<file path="src/rtl/move_selector_if.sv">
// rtl/move_selector_if.sv - button/board/strobe bundle between the board controller and move_selector
interface move_selector_if;
    logic       new_game;
    logic       btn_next;
    logic       btn_prev;
    logic       btn_sel;
    logic [8:0] occupied;
    logic       game_over;
    logic [3:0] pos;
    logic       place_en;
    logic       player;
    logic       invalid;

    modport master (
        output new_game, btn_next, btn_prev, btn_sel, occupied, game_over,
        input  pos, place_en, player, invalid
    );

    modport slave (
        input  new_game, btn_next, btn_prev, btn_sel, occupied, game_over,
        output pos, place_en, player, invalid
    );
endinterface

</file>
<file path="src/rtl/move_selector.sv">
// rtl/move_selector.sv - debounced cursor, placement validation and turn tracking (optional AUTO_SKIP_EN)
module move_selector #(
    parameter int DEBOUNCE_CYCLES = 4,
    parameter int NUM_CELLS       = 9
) (
    input  logic           clk,
    input  logic           rst,
    move_selector_if.slave bus
);
    localparam int CW = $clog2(DEBOUNCE_CYCLES + 1);
    localparam logic [CW-1:0] DB_MAX = CW'(DEBOUNCE_CYCLES);
    localparam logic [3:0] LAST_CELL = 4'(NUM_CELLS - 1);

    typedef enum logic [1:0] {SELECT, COMMIT, SETTLE} state_t;

    state_t              state_q;
    logic [3:0]          pos_q;
    logic                player_q;
    logic                place_en_q;
    logic                invalid_q;
    logic [2:0][CW-1:0]  cnt_q;
    logic [2:0]          lvl_q;
    logic [2:0]          raw;
    logic [2:0]          lvl;
    logic [2:0]          ev;
    logic [3:0]          pos_fwd;
    logic [3:0]          pos_bwd;
    logic                clear;

    assign clear = rst | bus.new_game;
    assign raw   = {bus.btn_sel, bus.btn_prev, bus.btn_next};

    // Debounced level is a saturated counter; an event is its rising edge
    always_comb begin
        for (int i = 0; i < 3; i++) begin
            lvl[i] = (cnt_q[i] == DB_MAX);
        end
        ev = lvl & ~lvl_q;
    end

    // Per-button saturating debounce counters and previous-level history
    always_ff @(posedge clk) begin
        if (clear) begin
            cnt_q <= '0;
            lvl_q <= '0;
        end else begin
            for (int i = 0; i < 3; i++) begin
                if (!raw[i]) begin
                    cnt_q[i] <= '0;
                end else if (cnt_q[i] != DB_MAX) begin
                    cnt_q[i] <= cnt_q[i] + 1'b1;
                end
            end
            lvl_q <= lvl;
        end
    end

`ifdef AUTO_SKIP_EN
    logic [4:0] idx_f;
    logic [4:0] idx_b;
    logic       found_f;
    logic       found_b;

    // Nearest free cell in each direction, wrapping; stay put when none exists
    always_comb begin
        pos_fwd = pos_q;
        pos_bwd = pos_q;
        found_f = 1'b0;
        found_b = 1'b0;
        idx_f   = '0;
        idx_b   = '0;
        for (int k = 1; k < NUM_CELLS; k++) begin
            idx_f = 5'(pos_q) + 5'(k);
            if (idx_f >= 5'(NUM_CELLS)) idx_f = idx_f - 5'(NUM_CELLS);
            idx_b = 5'(pos_q) + 5'(NUM_CELLS - k);
            if (idx_b >= 5'(NUM_CELLS)) idx_b = idx_b - 5'(NUM_CELLS);
            if (!found_f && !bus.occupied[idx_f[3:0]]) begin
                pos_fwd = idx_f[3:0];
                found_f = 1'b1;
            end
            if (!found_b && !bus.occupied[idx_b[3:0]]) begin
                pos_bwd = idx_b[3:0];
                found_b = 1'b1;
            end
        end
    end
`else
    // Plain single-step wrap in each direction
    always_comb begin
        pos_fwd = (pos_q == LAST_CELL) ? 4'd0 : pos_q + 4'd1;
        pos_bwd = (pos_q == 4'd0) ? LAST_CELL : pos_q - 4'd1;
    end
`endif

    // Select/commit/settle sequencer with registered strobes
    always_ff @(posedge clk) begin
        if (clear) begin
            state_q    <= SELECT;
            pos_q      <= 4'd0;
            player_q   <= 1'b0;
            place_en_q <= 1'b0;
            invalid_q  <= 1'b0;
        end else begin
            place_en_q <= 1'b0;
            invalid_q  <= 1'b0;
            case (state_q)
                SELECT: begin
                    if (ev[2]) begin
                        if (bus.occupied[pos_q] || bus.game_over) begin
                            invalid_q <= 1'b1;
                        end else begin
                            place_en_q <= 1'b1;
                            state_q    <= COMMIT;
                        end
                    end else if (ev[0] && !ev[1]) begin
                        pos_q <= pos_fwd;
                    end else if (ev[1] && !ev[0]) begin
                        pos_q <= pos_bwd;
                    end
                end
                COMMIT: begin
                    player_q <= ~player_q;
                    state_q  <= SETTLE;
                end
                SETTLE: begin
                    state_q <= SELECT;
                end
                default: begin
                    state_q <= SELECT;
                end
            endcase
        end
    end

    assign bus.pos      = pos_q;
    assign bus.place_en = place_en_q;
    assign bus.player   = player_q;
    assign bus.invalid  = invalid_q;
endmodule

</file>
<file path="src/flat_wrapper.sv">
// flat-port wrapper written by rule: the top's interface ports become plain ports
module move_selector_flat 
#(
    parameter int DEBOUNCE_CYCLES = 4,
    parameter int NUM_CELLS       = 9
)
  (clk, rst, bus_new_game, bus_btn_next, bus_btn_prev, bus_btn_sel, bus_occupied, bus_game_over, bus_pos, bus_place_en, bus_player, bus_invalid);
  move_selector_if bus_i ();
  input  logic clk;
  input  logic rst;
  input wire logic [$bits(bus_i.new_game)-1:0] bus_new_game;
  input wire logic [$bits(bus_i.btn_next)-1:0] bus_btn_next;
  input wire logic [$bits(bus_i.btn_prev)-1:0] bus_btn_prev;
  input wire logic [$bits(bus_i.btn_sel)-1:0] bus_btn_sel;
  input wire logic [$bits(bus_i.occupied)-1:0] bus_occupied;
  input wire logic [$bits(bus_i.game_over)-1:0] bus_game_over;
  output wire logic [$bits(bus_i.pos)-1:0] bus_pos;
  output wire logic [$bits(bus_i.place_en)-1:0] bus_place_en;
  output wire logic [$bits(bus_i.player)-1:0] bus_player;
  output wire logic [$bits(bus_i.invalid)-1:0] bus_invalid;
  assign bus_i.new_game = bus_new_game;
  assign bus_i.btn_next = bus_btn_next;
  assign bus_i.btn_prev = bus_btn_prev;
  assign bus_i.btn_sel = bus_btn_sel;
  assign bus_i.occupied = bus_occupied;
  assign bus_i.game_over = bus_game_over;
  assign bus_pos = bus_i.pos;
  assign bus_place_en = bus_i.place_en;
  assign bus_player = bus_i.player;
  assign bus_invalid = bus_i.invalid;
  move_selector #(.DEBOUNCE_CYCLES(DEBOUNCE_CYCLES), .NUM_CELLS(NUM_CELLS)) u_core (.clk(clk), .rst(rst), .bus(bus_i));
endmodule
</file>
<file path="config.mk">
export PLATFORM = sky130hd
export DESIGN_NAME = move_selector_flat
export DESIGN_NICKNAME = d
export VERILOG_FILES = /design/src/rtl/move_selector_if.sv /design/src/rtl/move_selector.sv /design/src/flat_wrapper.sv
export SDC_FILE = /design/constraint.sdc
export NUM_CORES = 1
export LEC_CHECK = 0
export ABC_CLOCK_PERIOD_IN_PS = 2150
export BUFFER_PORTS_ARGS = -buffer_cell sky130_fd_sc_hd__buf_4
export CAP_MARGIN = 20
export CORE_ASPECT_RATIO = 0.6
export CORE_UTILIZATION = 40
export CTS_BUF_LIST = sky130_fd_sc_hd__clkbuf_4 sky130_fd_sc_hd__clkbuf_8 sky130_fd_sc_hd__clkbuf_16
export DETAILED_ROUTE_END_ITERATION = 12
export HOLD_SLACK_MARGIN = 0.02
export PLACE_DENSITY = 0.67
export SLEW_MARGIN = 10
export SYNTH_ARGS = -nofsm -noshare
export SYNTH_HDL_FRONTEND = slang
export SYNTH_SLANG_ARGS = --single-unit
</file>
<file path="constraint.sdc">
create_clock -name clk -period 2.15 [get_ports clk]
set_input_delay 0.5375 -clock clk [delete_from_list [all_inputs] [get_ports clk]]
set_output_delay 0.5375 -clock clk [all_outputs]
set_load 0.05 [all_outputs]
</file>
; After elaboration in Yosys (flattened, before gate mapping)
; Index checks and enable logic that the tools add are counted.
[classes]
add_sub_neg = 5
mux = 11
n_lt_le_gt_ge = 1
n_eq_ne = 10
n_bitwise = 9
reduce_logical = 14
[ops]
columns = operator, count
row1 = 4-bit two-way mux, 4
row2 = "3-bit by 1-bit adder with 3-bit output, second input constant", 3
row3 = "3-bit == test, second input constant", 3
row4 = "3-bit inequality test, second input constant", 3
row5 = 1-bit inverter, 6
row6 = 2-bit OR reduction, 3
row7 = "4-bit by 5-bit less-than comparator with 1-bit output, second input constant", 1
row8 = "4-bit by 1-bit adder with 4-bit output, second input constant", 1
row9 = 1-bit binary-select mux with 4-bit select, 1
row10 = "4-bit == test, second input constant", 1
row11 = 4-bit zero test, 1
row12 = 2-bit two-way mux, 2
row13 = 2-bit one-hot mux with 2 select lines, 1
row14 = "4-bit by 1-bit subtractor with 4-bit output, second input constant", 1
row15 = 3-bit AND, 1
row16 = 1-bit two-way mux, 3
row17 = 3-bit inverter, 1
row18 = 3-bit AND reduction, 1
row19 = 3-bit OR reduction, 1
row20 = "2-bit by 1-bit == test with 1-bit output, second input constant", 1
row21 = 1-bit logical AND, 2
row22 = 1-bit zero test, 2
row23 = 2-bit zero test, 1
row24 = "2-bit by 1-bit inequality test with 1-bit output, second input constant", 1
row25 = 5 further kinds, 5
[word_totals]
elab_cells = 59
input_bits = 16
register_bits = 21

; Logic depth before layout (Yosys ltp)
; Gate-level depths: netlist of the first run.
[logic_depth]
ltp_word = 6
mapped_depth = 10
mapped_depth_nobuf = 9

; Worst setup path before layout of the first run
; No wires, ideal clock.
[synth_timing]
kind = register to register
from = register u_core.cnt_q[3] (netlist bit)
to = register u_core.pos_q[0], in the netlist u_core.bus.pos[0]
arrival_time_ps = 1885
path_slack_ps = 195
required_time_ps = 2080
period_less_slack_ps = 1955
stages_incl_launch_ff = 10
path_cell_list = dfxtp_1 inv_1 ha_1 nand2_1 or2_2 ha_1 nor3_1 o21ai_2 a311o_1 a21oi_1
[synth_between]
elab_chain_len = 6
[synth_rtl]
columns = item, line
row1 = "start, declared", move_selector.sv:21  ; logic [2:0][CW-1:0] cnt_q;
row2 = "start signal, assigned by index", move_selector.sv:51  ; cnt_q[i] <= cnt_q[i] + 1'b1;
row3 = 3-bit == test (*), move_selector.sv:36  ; lvl[i] = (cnt_q[i] == DB_MAX);
row4 = 3-bit AND (*), move_selector.sv:38  ; ev = lvl & ~lvl_q;
row5 = 1-bit zero test, move_selector.sv:115  ; end else if (ev[0] && !ev[1]) begin
row6 = 1-bit logical AND, move_selector.sv:115
row7 = 2-bit nonzero test (no source line), n/a
row8 = 3-bit AND reduction (no source line), n/a
row9 = "end signal, assigned", move_selector.sv:116  ; pos_q <= pos_fwd;
row10 = "end signal, assigned", move_selector.sv:118  ; pos_q <= pos_bwd;
row11 = "end, declared", move_selector.sv:17  ; logic [3:0] pos_q;
; Every way passes the cells marked *; elsewhere a longest branch is shown, timed or not.
; A chain may end at the register's enable or synchronous reset.

; Final worst setup path of the first run
; Ends and elaborated chain as after synthesis.

==> results of run 1 <==
==> final timing paths <==
check                      endpoint  slack [ns]  cells past startpoint
setup / recovery  u_core.bus.pos[0]        0.15                      9
hold / removal      u_core.cnt_q[1]        0.50                      2
setup reg to reg  u_core.bus.pos[0]        0.15                      9
hold reg to reg     u_core.cnt_q[1]        0.50                      2
==> critical path: cells and delay by family, from the launching register on <==
family | cells | cell delay (ns)
AO/OA/AOI/OAI | 3 | 0.60
AND/OR/NAND/NOR | 3 | 0.49
adder cells (fa/ha/maj) | 2 | 0.44
flip-flops | 1 | 0.34
buffers and inverters | 1 | 0.06
==> logic make-up (layout without fill, tap and decap cells) <==
kind of cell / after synthesis / after routing
muxes: 4 / 4
buffers and inverters: 15 / 39
DFF: 21 / 21
xor gates and xnor gates: 5 / 5
adders and majority gates: 9 / 9
AOI/OAI and AO/OA: 23 / 23
and+or+nand+nor: 57 / 57
==> power by group <==
| group | switching (uW) | total (uW) | internal, uW |
|---|---|---|---|
| logic | 17.9 | 44.8 | 26.9 |
| clock network | 124 | 268 | 145 |
| registers | 2.73 | 394 | 392 |
| total | 144 | 707 | 563 |
==> synthesized netlist by cell type, drive strengths merged <==
cell type  number  share of area, %
nand2          17               5.7
and2            1              0.56
a2bb2oi         1              0.78
a31oi           1              0.56
nand4           1              0.56
inv            10               3.4
a311o           1              0.90
nor3            7               3.1
xnor2           5               3.9
o32ai           1              0.78
o22ai           1              0.56
a211oi          3               2.0
a221oi          1              0.78
mux2            1               1.0
buf             5               2.8
o21ai           3               2.0
and3b           2               1.6
nor2           20               6.7
o211ai          1              0.67
nor2b           3               1.7
ha              9                10
o21bai          1              0.67
or2             2               1.1
mux2i           2               1.8
dfxtp          21                38
and4b           1              0.90
a21oi           8               3.6
mux4            1               2.0
nand3           3               1.3
a31o            1              0.78
==> sequential cells by signal, summed over array words and instances, names as in the netlist <==
| register | count |
|---|---|
| u_core.cnt_q | 9 |
| u_core.bus.pos | 4 |
| u_core.lvl_q | 3 |
| u_core.bus.player | 1 |
| u_core.state_q | 2 |
| u_core.bus.place_en | 1 |
| u_core.bus.invalid | 1 |
==> layer usage <==
layer  share of wire [%]  routed length, um  vias up  track usage (%)
met2                  44                995       16            24.57
met1                  52               1187      436            22.59
li1                    -                  -      505                -
met5                   0                  0        -                0
met3                 3.4                 77        2            5.226
met4                0.40                  9        0            2.400
==> area by class of cell <==
cell class              instances  area (um2)  share of cell area (%)
inverters                      10       37.54                   2.740
clock buffers                   4       48.80                   3.562
multi-input cells              98       635.6                   46.39
repair buffers                 25       187.7                   13.70
well taps                      32       40.04                   2.922
flip-flops and latches         21       420.4                   30.69
==> timing repair <==
action                     in CTS  in global routing
setup buffers                   0                  1
setup endpoints to repair       0                  3
gates resized for setup         0                  2
==> per-stage QoR <==
stage	cells	util (%)	hold slack (ns)	setup WS (ns)	total power (uW)
final	190	53.21	0.5044	0.1546	707.2
after global routing	190	53.21	0.5296	0.02045	736.4
after CTS	189	52.62	0.5050	0.07363	712.6
after detailed placement	185	50.73	0.4947	0.09253	448.7
after global placement	185	50.73	0.4854	0.1689	446.8
after floorplan	134	-	0.4694	0.1955	423.3
==> impl_metrics.yaml, run 1 <==
cts:
  htreeDepth: 1
  cts_hold_buf: 0
  cts_sinks: 21
  clock-root-buffer: "clkbuf_8"
  tritoncts: "done"
  clock_latency_ns: 0.26
  path_clk_slew_ns: 0.07
  cts_max_path_buffers: 2
  cts_made_buffers: 3
run_status:
  status: "finished, final reports clean"
sta:
  setup_viol: 0
  maxSlewViolCount: 0
  max_slew_margin_pct: 68.89
  grt_setup_unrepaired: "no"
  min_period_ns: 1.995
  tns_ns: 0
  post-route-period-util_pct: 92.81
  max_freq_mhz: 501.2
  tightest_slew_ns: 0.4660
  clock_skew_ns: 0.001496
  hold_viol: 0
logic_synthesis:
  synth_area_um2: 1117
  syn-num-nets: 159
  synth-adder-area-share_pct: 10.08
  yosys.area_share.xor_xnor_pct: 3.919
  synth-simple-area-share_pct: 23.29
  ys_warn_count: 0
  synth_seq_cells: 21
  synthDistinctLibCells: 32
  synth-compound-area-share_pct: 14.11
  syn_avg_cell_area_um2: 8.338
  syn_inst: 134
  synth_top_family_by_area: "simple AND/OR/NAND/NOR gates"
  synth_mux_area_share_pct: 4.815
  seq_area_frac_synth_pct: 37.63
cells_and_area:
  layout_common_cells: "25 x buf_4, 21 x dfxtp_1, 20 x nor2_1, 17 x nand2_1, 10 x inv_1"
  fin_area_um2: 1370
  final_common_cell: "buf_4"
  fin_nets: 184
  num_antenna_cells: 0
  drive_gt1_share_pct: 24.05
  nFillCells: 252
  area_growth_pct: 22.62
route:
  drcViolationCount: 0
  post_drt_wl_per_cell_um: 11.94
  vias_per_cell: 5.047
  num_vias: 959
  wirelength_um: 2268
  antenna_left: 0
  drt_iter0_markers: 75
  first_pass_iters: 4
critical_path:
  crit_slowest_cell: "dfxtp_1"
  required_ns: 2.34
  start_kind: "register"
  critPathArrivalTime_ns: 2.19
  cp_cell_sequence: "inv_1 > ha_1 > nand2_1 > or2_2 > ha_2 > nor3_2 > o21ai_2 > a311o_1 > a21oi_1"
  timing.rr.start: "u_core.cnt_q[3]"
  crit_type: "register to register"
  crit_start: "u_core.cnt_q[3]"
  critPathMaxStageDelay_ns: 0.34
  end_kind: "register"
  cp_max_fo: 7
placement:
  port-buffer-count: 22
  placed_area_um2: 1306
  hpwl_um: 1740
  gp_congestion: 0.8496
hold_path:
  min_from: "u_core.cnt_q[2]"
  hp-class: "register to register"
power:
  p_leak_uw: 0.0005582
  power.density_nw_per_um2: 516.2
  ir_worst_vdd_mv: 0.2435
floorplan:
  core_um2: 2575
  rows: 14
  initial_core_util_pct: 43.39
  die-area_um2: 3016
  fp.dieW_um: 70.23
  die_h_um: 42.94
  io_pins: 23
run:
  cap_viol_max_count: 0
global_route:
  grt_max_degree: 13
  grt_pass1_vias: 831
  grt_pass1_wl_um: 3788
  grt_usage_pct: 16.12
  antenna_found_initial: 0
  grt-ovfl-total: 0
(Power assumes the default switching activity.)
==> run 2: changes to the inputs <==
- CORE_ASPECT_RATIO: 0.6 -> default
==> impl_metrics.yaml, run 2 (synthesis results as in run 1) <==
route:
  wirelength_um: 2183
  drt_iter0_markers: 11
  antenna_left: 0
  vias_per_cell: 5.229
  first_pass_iters: 4
  num_vias: 983
  drcViolationCount: 0
  post_drt_wl_per_cell_um: 11.61
sta:
  setup_ws_ns: 0.1746
  grt_setup_unrepaired: "no"
  setup_viol: 0
  tightest_slew_ns: 0.4658
  clock_skew_ns: 0.01069
  maxSlewViolCount: 0
  hold_viol: 0
  max_slew_margin_pct: 68.90
  tns_ns: 0
  post-route-period-util_pct: 91.88
  min_period_ns: 1.975
  max_freq_mhz: 506.2
critical_path:
  critPathMaxStageDelay_ns: 0.35
  critPathBufInv: 1
  crit_slowest_cell: "dfxtp_2"
  cp_cell_sequence: "inv_1 > ha_2 > nand2_1 > or2_2 > ha_2 > nor3_2 > o21ai_2 > a311o_1 > a21oi_1"
  start_kind: "register"
  critPathTopFamily: "compound AO/OA/AOI/OAI gates"
  cpMostUsedCell: "ha_2"
  end_kind: "register"
  cp_max_fo: 7
  crit_type: "register to register"
  rrSetupSlack_ns: 0.17
  critPathArrivalTime_ns: 2.21
  required_ns: 2.39
cts:
  tritoncts: "done"
  path_clk_slew_ns: 0.12
  cts_hold_buf: 0
  cts_made_buffers: 3
  cts_max_path_buffers: 2
  clock-root-buffer: "clkbuf_4"
  cts_sinks: 21
  htreeDepth: 1
  clock_latency_ns: 0.30
power:
  ir_worst_vdd_mv: 0.3428
  power.density_nw_per_um2: 472.1
  p_leak_uw: 0.0005499
global_route:
  grt_pass1_vias: 891
  antenna_found_initial: 0
  grt_max_degree: 13
  grt_pass1_wl_um: 3615
  grt-ovfl-total: 0
  grt_usage_pct: 16.81
run_status:
  status: "finished, final reports clean"
floorplan:
  die-area_um2: 3009
  initial_core_util_pct: 43.52
  die_h_um: 54.85
  fp.dieW_um: 54.85
  io_pins: 23
  rows: 18
  core_um2: 2567
cells_and_area:
  fin_nets: 184
  largest_register_ffs: 9
  area_growth_pct: 21.05
  num_antenna_cells: 0
  max_flop_register: "u_core.cnt_q"
  layout_common_cells: "25 x buf_4, 20 x nor2_1, 20 x dfxtp_1, 17 x nand2_1, 10 x inv_1"
  final_common_cell: "buf_4"
  drive_gt1_share_pct: 25.32
hold_path:
  hp-class: "input port to register"
placement:
  gp_congestion: 0.7532
  hpwl_um: 1657
  port-buffer-count: 22
  place_ws_ns: 0.1004
run:
  cap_viol_max_count: 0
[run 2: changes by cell type in the layout (fill, tap and decap cells not counted)]
cell / delta
dfxtp_2: +1
clkbuf_8: -3
ha_1: -1
dfxtp_1: -1
clkbuf_4: +3
ha_2: +1
[run 2: cell type report]
type	instances	area, um2
clock buffers	4	30.03
fillers	268	1215
inverters	10	37.54
multi-input cells	98	638.1
flip-flops and latches	21	421.7
well taps	30	37.54
repair buffers	25	187.7
[run 2: worst paths after layout]
check,cells after the start,end,startpoint
worst max-delay path,9,u_core.bus.pos[0],u_core.cnt_q[3]
worst min-delay path,3,u_core.cnt_q[3],bus_btn_prev
worst max register to register,9,u_core.bus.pos[0],u_core.cnt_q[3]
worst min register to register,2,u_core.cnt_q[4],u_core.cnt_q[5]
[run 2: worst min-delay path, cell delays in order]
cell and delay (ns):
buf_4 0.11, nand2_1 0.08, nor2_1 0.05
[run 2: per-layer routing]
layer	wire [um]	global-route usage (%)
met1	1020	20.44
met4	14	7.692
met5	0	0
met2	1075	28.71
met3	72	2.500
[run 2: power by group]
| part | leakage, uW | switching, uW | internal (uW) |
|---|---|---|---|
| clock | 0.0000184 | 114 | 84.8 |
| sequential | 0.000170 | 2.81 | 392 |
| combinational | 0.000362 | 17.8 | 27.2 |
[run 2: what timing repair did]
action | 4_1_cts | 5_1_grt
endpoints found under the hold margin | 0 | 0
buffers inserted | 0 | 1
setup endpoints to repair | 0 | 3
resized for setup | 0 | 4
[run 2: per-stage QoR]
step / hold WS, ns / cell area [um2] / cells / total power (uW) / utilization, %
6_report: 0.5008 / 1353 / 188 / 638.5 / 52.68
5_1_grt: 0.4821 / 1353 / 188 / 676.3 / 52.68
4_1_cts: 0.4917 / 1334 / 187 / 650.4 / 51.95
3_5_place_dp: 0.4911 / 1304 / 183 / 448.6 / 50.78
3_3_place_gp: 0.4853 / 1304 / 183 / 446.3 / 50.78
2_1_floorplan: 0.4694 / 1117 / 134 / 423.3 / -
